**src/rtl/phase_pkg.sv**
```systemverilog
// Shared types and fixed-point constants for the phase extraction chain.
// Angles are degrees in 32-bit two's complement with 8 fractional bits.
package phase_pkg;

  localparam int FP_FRAC = 8;
  localparam logic signed [32:0] DEG180_FP = 33'sd46080;
  localparam logic signed [32:0] DEG360_FP = 33'sd92160;

  typedef enum logic [1:0] {
    IDLE,
    RESET,
    RUN,
    DRAIN
  } state_t;

  localparam int ERR_TMO = 0;
  localparam int ERR_FFT = 1;
  localparam int ERR_OVR = 2;

endpackage

```
**src/rtl/phase_wrap.sv**
```systemverilog
// Combinational phase difference a-b wrapped into (-180.0, 180.0].
// Difference is formed at 33 bits so no input pair can overflow.
module phase_wrap
  import phase_pkg::*;
(
  input  logic [31:0] a,
  input  logic [31:0] b,
  output logic [31:0] d
);

  logic signed [32:0] diff;
  logic signed [32:0] wrapped;

  // subtract, then fold by one turn when outside the half-open range
  always_comb begin
    diff    = $signed({a[31], a}) - $signed({b[31], b});
    wrapped = diff;
    if (diff > DEG180_FP)
      wrapped = diff - DEG360_FP;
    else if (diff <= -DEG180_FP)
      wrapped = diff + DEG360_FP;
  end

  assign d = 32'(wrapped);

endmodule

```
**src/rtl/phase_run_ctrl.sv**
```systemverilog
// Measurement sequencer: resets the FFT/peak chain, collects RUNS
// peak results and hands each out as a wrapped phase difference.
module phase_run_ctrl
  import phase_pkg::*;
#(
  parameter int RUNS       = 3,
  parameter int RST_CYCLES = 8,
  parameter int TIMEOUT    = 65536,
  parameter int CNT_W      = 17,
  parameter int RUN_W      = (RUNS > 1) ? $clog2(RUNS) : 1
) (
  input  logic             clk,
  input  logic             reset_n,
  input  logic             start,
  input  logic             abort,
  output logic             buff_reset,
  output logic             fft_aclr,
  output logic             peak_reset,
  input  logic             fft_sop,
  input  logic             fft_valid,
  input  logic             fft_error,
  input  logic             peak_valid,
  input  logic             peak_eop,
  input  logic [31:0]      peak_freq,
  input  logic [31:0]      peak_mag,
  input  logic [31:0]      peak_phaseA,
  input  logic [31:0]      peak_phaseB,
  output logic             res_valid,
  input  logic             res_ready,
  output logic [RUN_W-1:0] res_run,
  output logic [31:0]      res_freq,
  output logic [31:0]      res_mag,
  output logic [31:0]      res_dphase,
  output logic             busy,
  output logic             done,
  output logic [2:0]       err
);

  localparam int RC_W = $clog2(RST_CYCLES + 1);

  state_t           state, state_nx;
  logic [RC_W-1:0]  rst_cnt;
  logic [RUN_W-1:0] cap_cnt;
  logic [CNT_W-1:0] tmo_cnt;
  logic [7:0]       frames_in;
  logic [31:0]      dphase_w;

  logic hs, cap, last, tmo_hit;
  logic load, done_nx, rv_nx;
  logic set_tmo, set_fft, set_ovr;

  phase_wrap u_wrap (
    .a (peak_phaseA),
    .b (peak_phaseB),
    .d (dphase_w)
  );

  assign hs      = res_valid & res_ready;
  assign cap     = (state == RUN) & peak_valid & peak_eop;
  assign last    = cap_cnt == RUN_W'(RUNS - 1);
  assign tmo_hit = tmo_cnt == CNT_W'(TIMEOUT - 1);

  assign buff_reset = (state == IDLE) | (state == RESET);
  assign fft_aclr   = buff_reset;
  assign peak_reset = buff_reset;
  assign busy       = state != IDLE;

  // next state, error events and result-slot control
  always_comb begin
    state_nx = state;
    done_nx  = 1'b0;
    set_tmo  = 1'b0;
    set_fft  = 1'b0;
    set_ovr  = 1'b0;
    load     = 1'b0;
    unique case (state)
      IDLE:  if (start) state_nx = RESET;
      RESET: if (rst_cnt == RC_W'(RST_CYCLES - 1)) state_nx = RUN;
      RUN: begin
        if (fft_error) begin
          set_fft  = 1'b1;
          state_nx = IDLE;
        end else if (cap) begin
          load    = !res_valid || hs;
          set_ovr = res_valid && !hs;
          if (last) state_nx = DRAIN;
        end else if (tmo_hit) begin
          set_tmo  = 1'b1;
          state_nx = IDLE;
        end
      end
      DRAIN: begin
        if (!res_valid || hs) begin
          state_nx = IDLE;
          done_nx  = 1'b1;
        end
      end
      default: state_nx = IDLE;
    endcase
    if (abort) begin
      state_nx = IDLE;
      done_nx  = 1'b0;
      set_tmo  = 1'b0;
      set_fft  = 1'b0;
      set_ovr  = 1'b0;
      load     = 1'b0;
    end
    rv_nx = res_valid;
    if (abort)     rv_nx = 1'b0;
    else if (load) rv_nx = 1'b1;
    else if (hs)   rv_nx = 1'b0;
  end

  // state register
  always_ff @(posedge clk) begin
    if (!reset_n) begin
      state <= IDLE;
      done  <= 1'b0;
    end else begin
      state <= state_nx;
      done  <= done_nx;
    end
  end

  // run counters and sticky errors
  always_ff @(posedge clk) begin
    if (!reset_n) begin
      rst_cnt   <= '0;
      cap_cnt   <= '0;
      tmo_cnt   <= '0;
      frames_in <= '0;
      err       <= '0;
    end else begin
      rst_cnt <= (state == RESET) ? rst_cnt + 1'b1 : '0;
      tmo_cnt <= (state == RUN && !cap) ? tmo_cnt + 1'b1 : '0;
      if (state == IDLE && start && !abort) begin
        cap_cnt   <= '0;
        frames_in <= '0;
        err       <= '0;
      end else begin
        if (cap) cap_cnt <= cap_cnt + 1'b1;
        if (state == RUN && fft_sop && fft_valid && !(&frames_in))
          frames_in <= frames_in + 1'b1;
        err <= err | {set_ovr, set_fft, set_tmo};
      end
    end
  end

  // result slot with valid/ready handshake
  always_ff @(posedge clk) begin
    if (!reset_n) begin
      res_valid  <= 1'b0;
      res_run    <= '0;
      res_freq   <= '0;
      res_mag    <= '0;
      res_dphase <= '0;
    end else begin
      res_valid <= rv_nx;
      if (load) begin
        res_run    <= cap_cnt;
        res_freq   <= peak_freq;
        res_mag    <= peak_mag;
        res_dphase <= dphase_w;
      end
    end
  end

endmodule

```
**config.mk**
```make
export PLATFORM = sky130hd
export DESIGN_NAME = phase_run_ctrl
export DESIGN_NICKNAME = d
export VERILOG_FILES = /design/src/rtl/phase_pkg.sv /design/src/rtl/phase_wrap.sv /design/src/rtl/phase_run_ctrl.sv
export SDC_FILE = /design/constraint.sdc
export NUM_CORES = 1
export LEC_CHECK = 0
export CORE_MARGIN = 2
export CORE_UTILIZATION = 44
export CTS_CLUSTER_DIAMETER = 120
export CTS_CLUSTER_SIZE = 25
export DETAILED_ROUTE_END_ITERATION = 8
export PLACE_DENSITY = 0.88
export SYNTH_ARGS = -nofsm -noshare
export SYNTH_HDL_FRONTEND = slang
export SYNTH_HIERARCHICAL = 1
export SYNTH_SLANG_ARGS = --single-unit
```
**constraint.sdc**
```tcl
create_clock -name clk -period 3.84 [get_ports clk]
set_input_delay 0.384 -clock clk [delete_from_list [all_inputs] [get_ports clk]]
set_output_delay 0.384 -clock clk [all_outputs]
set_load 0.005 [all_outputs]
```
======== Yosys cells after proc, flatten, opt, wreduce, memory -nomap -nowiden ========
Index checks and enable logic that the tools add are counted.
storage, ports and cells
  bits in latches ......................... 0
  memory bits (writable) .................. 0
  bits in read-only memories .............. 0
  register bits ........................... 128
  memories kept ........................... 0
  word-level logic and storage cells ...... 84
  output and inout bits ................... 107
  input port bits ......................... 138
cells by class
  $mul .................................... 0
  muxes and demuxes ....................... 29
  reduce and logical (&&, ||, !) cells .... 18
  bitwise gates (word level) .............. 7
  equality and inequality tests ........... 11
  shifts and indexed selects .............. 0
  div/mod/pow operators ................... 0
  order comparisons ....................... 2
  add/sub/neg operators ................... 6
operator list
  operator                                                                            count
  32-bit two-way mux                                                                  2
  33-bit by 17-bit > comparator with 1-bit output, second input constant              1
  33-bit by 17-bit less-or-equal comparator with 1-bit output, second input constant  1
  32-bit by 32-bit subtractor with 33-bit output                                      1
  32-bit by 18-bit adder with 32-bit output, second input constant                    1
  32-bit by 18-bit subtractor with 32-bit output, second input constant               1
  1-bit two-way mux                                                                   19
  17-bit by 1-bit adder with 17-bit output, second input constant                     1
  17-bit by 16-bit equality test with 1-bit output, second input constant             1
  2-bit two-way mux                                                                   7
  4-bit != test, second input constant                                                2
  2-bit case mux with 4 select lines                                                  1
  2-bit equality test, second input constant                                          3
  2-bit != test, second input constant                                                3
  5-bit AND reduction                                                                 1
  4-bit by 1-bit adder with 4-bit output, second input constant                       1
  4-bit by 3-bit equality test with 1-bit output, second input constant               1
  1-bit logical AND                                                                   4
  1-bit zero test                                                                     4
  2-bit AND reduction                                                                 2
  2-bit nonzero test                                                                  2
  2-bit OR reduction                                                                  2
  1-bit bitwise AND                                                                   3
  3-bit bitwise OR                                                                    1
  7 further kinds                                                                     8

======== Depth between registers and ports, before layout ========
Gate-level depths: netlist of run 1.
  word-level depth ........................ 8
  mapped depth ............................ 19
  gate-level depth less buffers ........... 18

======== Modules after synthesis ========
Netlist of run 1, hierarchy kept.
by module, submodules not included
  module          cells each  area an instance (µm²)  times used  seq. area each (µm²)
  phase_run_ctrl  578         4,933.5                 1           2,562.5
  phase_wrap      529         3,524.6                 1           0.0

======== Worst setup path after synthesis of run 1 ========
Ideal clock, no wire load.
  kind .................................... input to register
  from .................................... in peak_phaseA[0]
  to ...................................... reg res_dphase[13]
  setup time .............................. 0.122 ns
  slack ................................... -0.213 ns
  arrival ................................. 3.931 ns
  stages on the path ...................... 17
  cells stage by stage .................... inv_1 ha_1 inv_1 fa_1 a211oi_2 o21ai_2 a311oi_1 o21ai_1 xnor2_1 nor3_1 nand4_1 o41ai_4 buf_4 o22ai_1 xor2_1 nand2_1 a21boi_0
on the way
  word-level cells in the longest chain between the ends .. 4
  elaborated cells between the ends (all ways) .. 7
  those cells by class .................... 3 x add/sub; 2 x order compare; 2 x mux
RTL lines
  element                                                                                                                   RTL line                            source
  start: declaration                                                                                                        phase_run_ctrl.sv:26                input logic [31:0] peak_phaseA,
  32-bit by 32-bit subtractor with 33-bit output (*)                                                                        phase_wrap.sv:16                    diff = $signed({a[31], a}) - $signed({b[31], b});
  32-bit by 18-bit adder with 32-bit output or 33-bit by 17-bit less-or-equal comparator with 1-bit output (tied branches)  phase_wrap.sv:21, phase_wrap.sv:20
  32-bit two-way mux                                                                                                        phase_wrap.sv:20                    else if (diff <= -DEG180_FP)
  32-bit two-way mux (*)                                                                                                    phase_wrap.sv:18                    if (diff > DEG180_FP)
  via dphase_w[13]                                                                                                          phase_run_ctrl.sv:46                logic [31:0] dphase_w;
  end signal: assignment                                                                                                    phase_run_ctrl.sv:163               res_dphase <= dphase_w;
  end: declaration                                                                                                          phase_run_ctrl.sv:33                output logic [31:0] res_dphase,
Mark *: on every way through the listed nets, which the timed path passes. The rest lies on a longest branch.
A chain may end at the register's enable or synchronous reset.

======== Worst setup path after layout of run 1 ========
  from .................................... in peak_phaseA[0]
  to ...................................... reg res_dphase[29]
The elaborated chain is that of the path after synthesis.

==> reports/summary.txt, run 1 <==
Synth Warn # -> 6
number of antenna diodes -> 0
synthesized netlist net count -> 1,286
quantity of hold-fixing buffers added after cts -> 0
half-perimeter wire length after placement -> 20,700 microns
count of distinct cell types in the synthesized netlist -> 83
largest vdd supply drop -> 0.348 mV
Required @ worst endpoint -> 4.13 ns
number of failing setup endpoints in the final timing report -> 9
height of the die -> 143 microns
worst setup slack before clock tree synthesis -> -0.890 ns
library cell used as clock root buffer -> sky130_fd_sc_hd__clkbuf_16
number of antenna violations at the first check in global routing -> 0
starting density of the core -> 0.451
final period utilization -> 1.02
fraction of layout cells with a size suffix above 1 -> 0.259
detailed-route vias per instance -> 5.64
sum of routed wire length over all layers -> 30,600 microns
kind of cell adding the most delay to the critical path -> compound AO/OA/AOI/OAI gates
outcome -> finished with violations
Final nets -> 1,713
total power per unit cell area -> 336 nW/um^2
global-route wire length before repair -> 44,400 microns
number of clock sinks -> 128
TritonCTS clock tree -> yes
Worst EP arrival -> 4.20 ns
cell area reported after detailed placement -> 12,400 sq um
netlist area before placement -> 8460 sq um
critical path class -> in2reg
critical path's most frequent cell -> sky130_fd_sc_hd__buf_6
launching element type of the critical path -> primary input
top cells by count, synth -> sky130_fd_sc_hd__nand2_1, sky130_fd_sc_hd__dfxtp_1, sky130_fd_sc_hd__a21boi_0, sky130_fd_sc_hd__nor2_1, sky130_fd_sc_hd__inv_1
average wire per cell in the routed design -> 17.2 microns
shortest clock period the worst path allows after layout -> 3.91 ns
Max Transition Viols Final -> 0
placeable core area -> 18,800 sq um
leakage power -> 5.41 nW
RSZ-0062 raised after global routing -> true
top cells by area in the synthesized netlist -> sky130_fd_sc_hd__dfxtp_1, sky130_fd_sc_hd__nand2_1, sky130_fd_sc_hd__a21boi_0
achievable clock frequency -> 256 MHz
count of antenna-violating nets left after detailed routing -> 0
commonest register cell after synthesis -> sky130_fd_sc_hd__dfxtp_1
count of H-tree levels built during CTS -> 4
Residual DRC -> 0
Final Hold Fails -> 0
slowest library cell on the worst path -> sky130_fd_sc_hd__or4_4
aggregate global routing overflow -> 0
synth-to-layout area growth -> 66.2%
aggregate global-route resource usage -> 0.266
failing checks -> setup timing
MaxCap Viol Count -> 0
Post-Syn Instances -> 1,107
maximum number of pins on one net before global-route repair -> 103
top-level I/O count -> 245
Worst-Skew Late Latency -> 0.41 ns
worst setup skew after layout -> 0.0119 ns
FP Rows -> 50
horizontal die dimension -> 143 microns
Sum Neg Setup Slack -> -0.291 ns
routed vias -> 10,000
sum of buffers and inverters on the critical path -> 5
Max stage delay on crit path -> 0.54 ns
sequential fraction of the synthesis area -> 0.303
clock edge transition at the registers on the reported setup and hold paths -> 0.05 ns
number of input and output port buffers inserted -> 242
area share of the leading cell type in the synthesized netlist -> 0.303
slew of the pin with the lowest slew margin -> 1.07 ns
cell breakdown of the critical path -> buf_6 > inv_4 > ha_4 > inv_2 > fa_2 > a211oi_4 > o21ai_2 > buf_6 > a31oi_1 > xnor2_1 > nand2b_1 > or4_4 > a311o_2 > o31ai_4 > buf_4 > a21oi_1 > o31a_1 > nand2_1 > a21boi_2
Yosys reg bits -> 128
via count of the first global-routing pass -> 9,528
cell area after layout -> 14,100 sq um
total iterations of the first detailed-routing run -> 7
number of clock buffers inserted by TritonCTS -> 17
Final Hold Slack -> 0.451 ns
Setup crit end kind -> register
cell type with the largest total area after synthesis -> sky130_fd_sc_hd__dfxtp_1
full die area -> 20,300 sq um
Critical Path Fanout Max -> 4
share of synthesized flip-flops with an asynchronous set or reset -> 0
PnR Total Power -> 4.73 mW
GP Congestion -> 1.02
Worst Slack Setup Final -> -0.0692 ns
Bufs on Longest Clock Path -> 2
count of flip-flops with a built-in enable after synthesis -> 0
library cell with the highest instance count after synthesis -> sky130_fd_sc_hd__nand2_1
remaining max-slew budget at the tightest pin -> 0.289
number of design-rule violations left by the first detailed-router iteration -> 640
per-instance average area after synthesis -> 7.64 sq um
type of the tightest min-delay check -> reg2reg
-- flip-flops by register name (all words and copies together), names as in the netlist --
register / count
rst_cnt: 4
res_dphase: 32
res_run: 2
err: 3
res_valid: 1
tmo_cnt: 17
done: 1
res_mag: 32
res_freq: 32
state: 2
cap_cnt: 2
-- cells by family (layout without fill, tap and decap cells) --
| logic type | count (synthesis) | in the layout | synth area share |
|---|---|---|---|
| adders and majority gates | 41 | 41 | 0.0615 |
| muxes | 4 | 4 | 0.00473 |
| DFF | 128 | 128 | 0.303 |
| AOI/OAI and AO/OA | 306 | 306 | 0.262 |
| buffers and inverters | 108 | 547 | 0.0537 |
| xor gates and xnor gates | 43 | 43 | 0.0463 |
| and+or+nand+nor | 477 | 477 | 0.269 |
-- placed cells by master (no fill, tap or decap), types with 10 or more instances in the layout --
cell type                         instances
sky130_fd_sc_hd__nand2_1                256
sky130_fd_sc_hd__clkdlybuf4s50_1        228
sky130_fd_sc_hd__buf_4                  211
sky130_fd_sc_hd__dfxtp_1                128
sky130_fd_sc_hd__a21boi_0                68
sky130_fd_sc_hd__nor2_1                  51
sky130_fd_sc_hd__inv_1                   39
sky130_fd_sc_hd__a21oi_1                 33
sky130_fd_sc_hd__a21boi_1                31
sky130_fd_sc_hd__ha_1                    23
sky130_fd_sc_hd__o21ai_0                 22
sky130_fd_sc_hd__xnor2_1                 22
sky130_fd_sc_hd__nand4_1                 21
sky130_fd_sc_hd__o211ai_1                19
sky130_fd_sc_hd__clkbuf_16               17
sky130_fd_sc_hd__nand3_1                 16
sky130_fd_sc_hd__xor2_1                  14
sky130_fd_sc_hd__buf_6                   14
sky130_fd_sc_hd__ha_4                    14
sky130_fd_sc_hd__or3_1                   13
sky130_fd_sc_hd__and3_1                  12
sky130_fd_sc_hd__nor3_1                  12
sky130_fd_sc_hd__o21ai_1                 12
sky130_fd_sc_hd__a21oi_2                 11
sky130_fd_sc_hd__a21o_1                  10
-- power by group --
part / internal, mW / switching, mW / leakage [nW]
clock network: 1.06 / 0.626 / 0.295
logic: 0.884 / 0.820 / 4.09
registers: 1.33 / 0.00323 / 1.03
total: 3.28 / 1.45 / 5.41
-- worst min-delay path, delay by kind of cell (launching register included) --
| family | cells | cell delay, ns |
|---|---|---|
| AOI/OAI and AO/OA | 1 | 0.05 |
| and+or+nand+nor | 1 | 0.05 |
| DFF | 1 | 0.30 |
-- per-stage QoR --
step                      utilization  cells
final                           0.749   1780
after global routing            0.749   1780
after CTS                       0.711   1758
after detailed placement        0.659   1716
after global placement          0.659   1716
after floorplan                     -   1107
-- final timing paths --
check | start | end | slack [ns] | depth (start not counted)
setup / recovery | peak_phaseA[0] | res_dphase[29] | -0.07 | 19
hold / removal | res_mag[8] | res_mag[8] | 0.45 | 2
setup reg to reg | res_valid | res_dphase[9] | 1.47 | 4
hold reg to reg | res_mag[8] | res_mag[8] | 0.45 | 2
-- final cells by class --
class                   instances  area (sq um)
inverters                      50           193
repair buffers                466          4160
clock buffers                  20           457
multi-input cells             871          6230
clock inverters                11           156
flip-flops and latches        128          2560
fillers                      1271          4710
well taps                     234           293
-- layer usage --
layer | up-vias | wire, microns | GRT usage
met5 | - | 0 | 0
met4 | 0 | 977 | 0.0928
met3 | 93 | 2130 | 0.0560
met2 | 490 | 15600 | 0.480
met1 | 4679 | 11900 | 0.311
li1 | 4781 | - | -
-- repair_timing --
item                       4_1_cts  5_1_grt
pin swaps                       37       49
setup endpoints to repair       21       21
setup buffers                   11       22
gates resized for setup         71      124
gates cloned                     0        0
No activity file was read; power rests on OpenSTA's default activity.
==> run 2: changes to the inputs <==
- CTS_CLUSTER_DIAMETER: 120 -> unset
==> results of run 2 <==
Same layout as run 1: the final DEF is identical, and so are final timing and power.
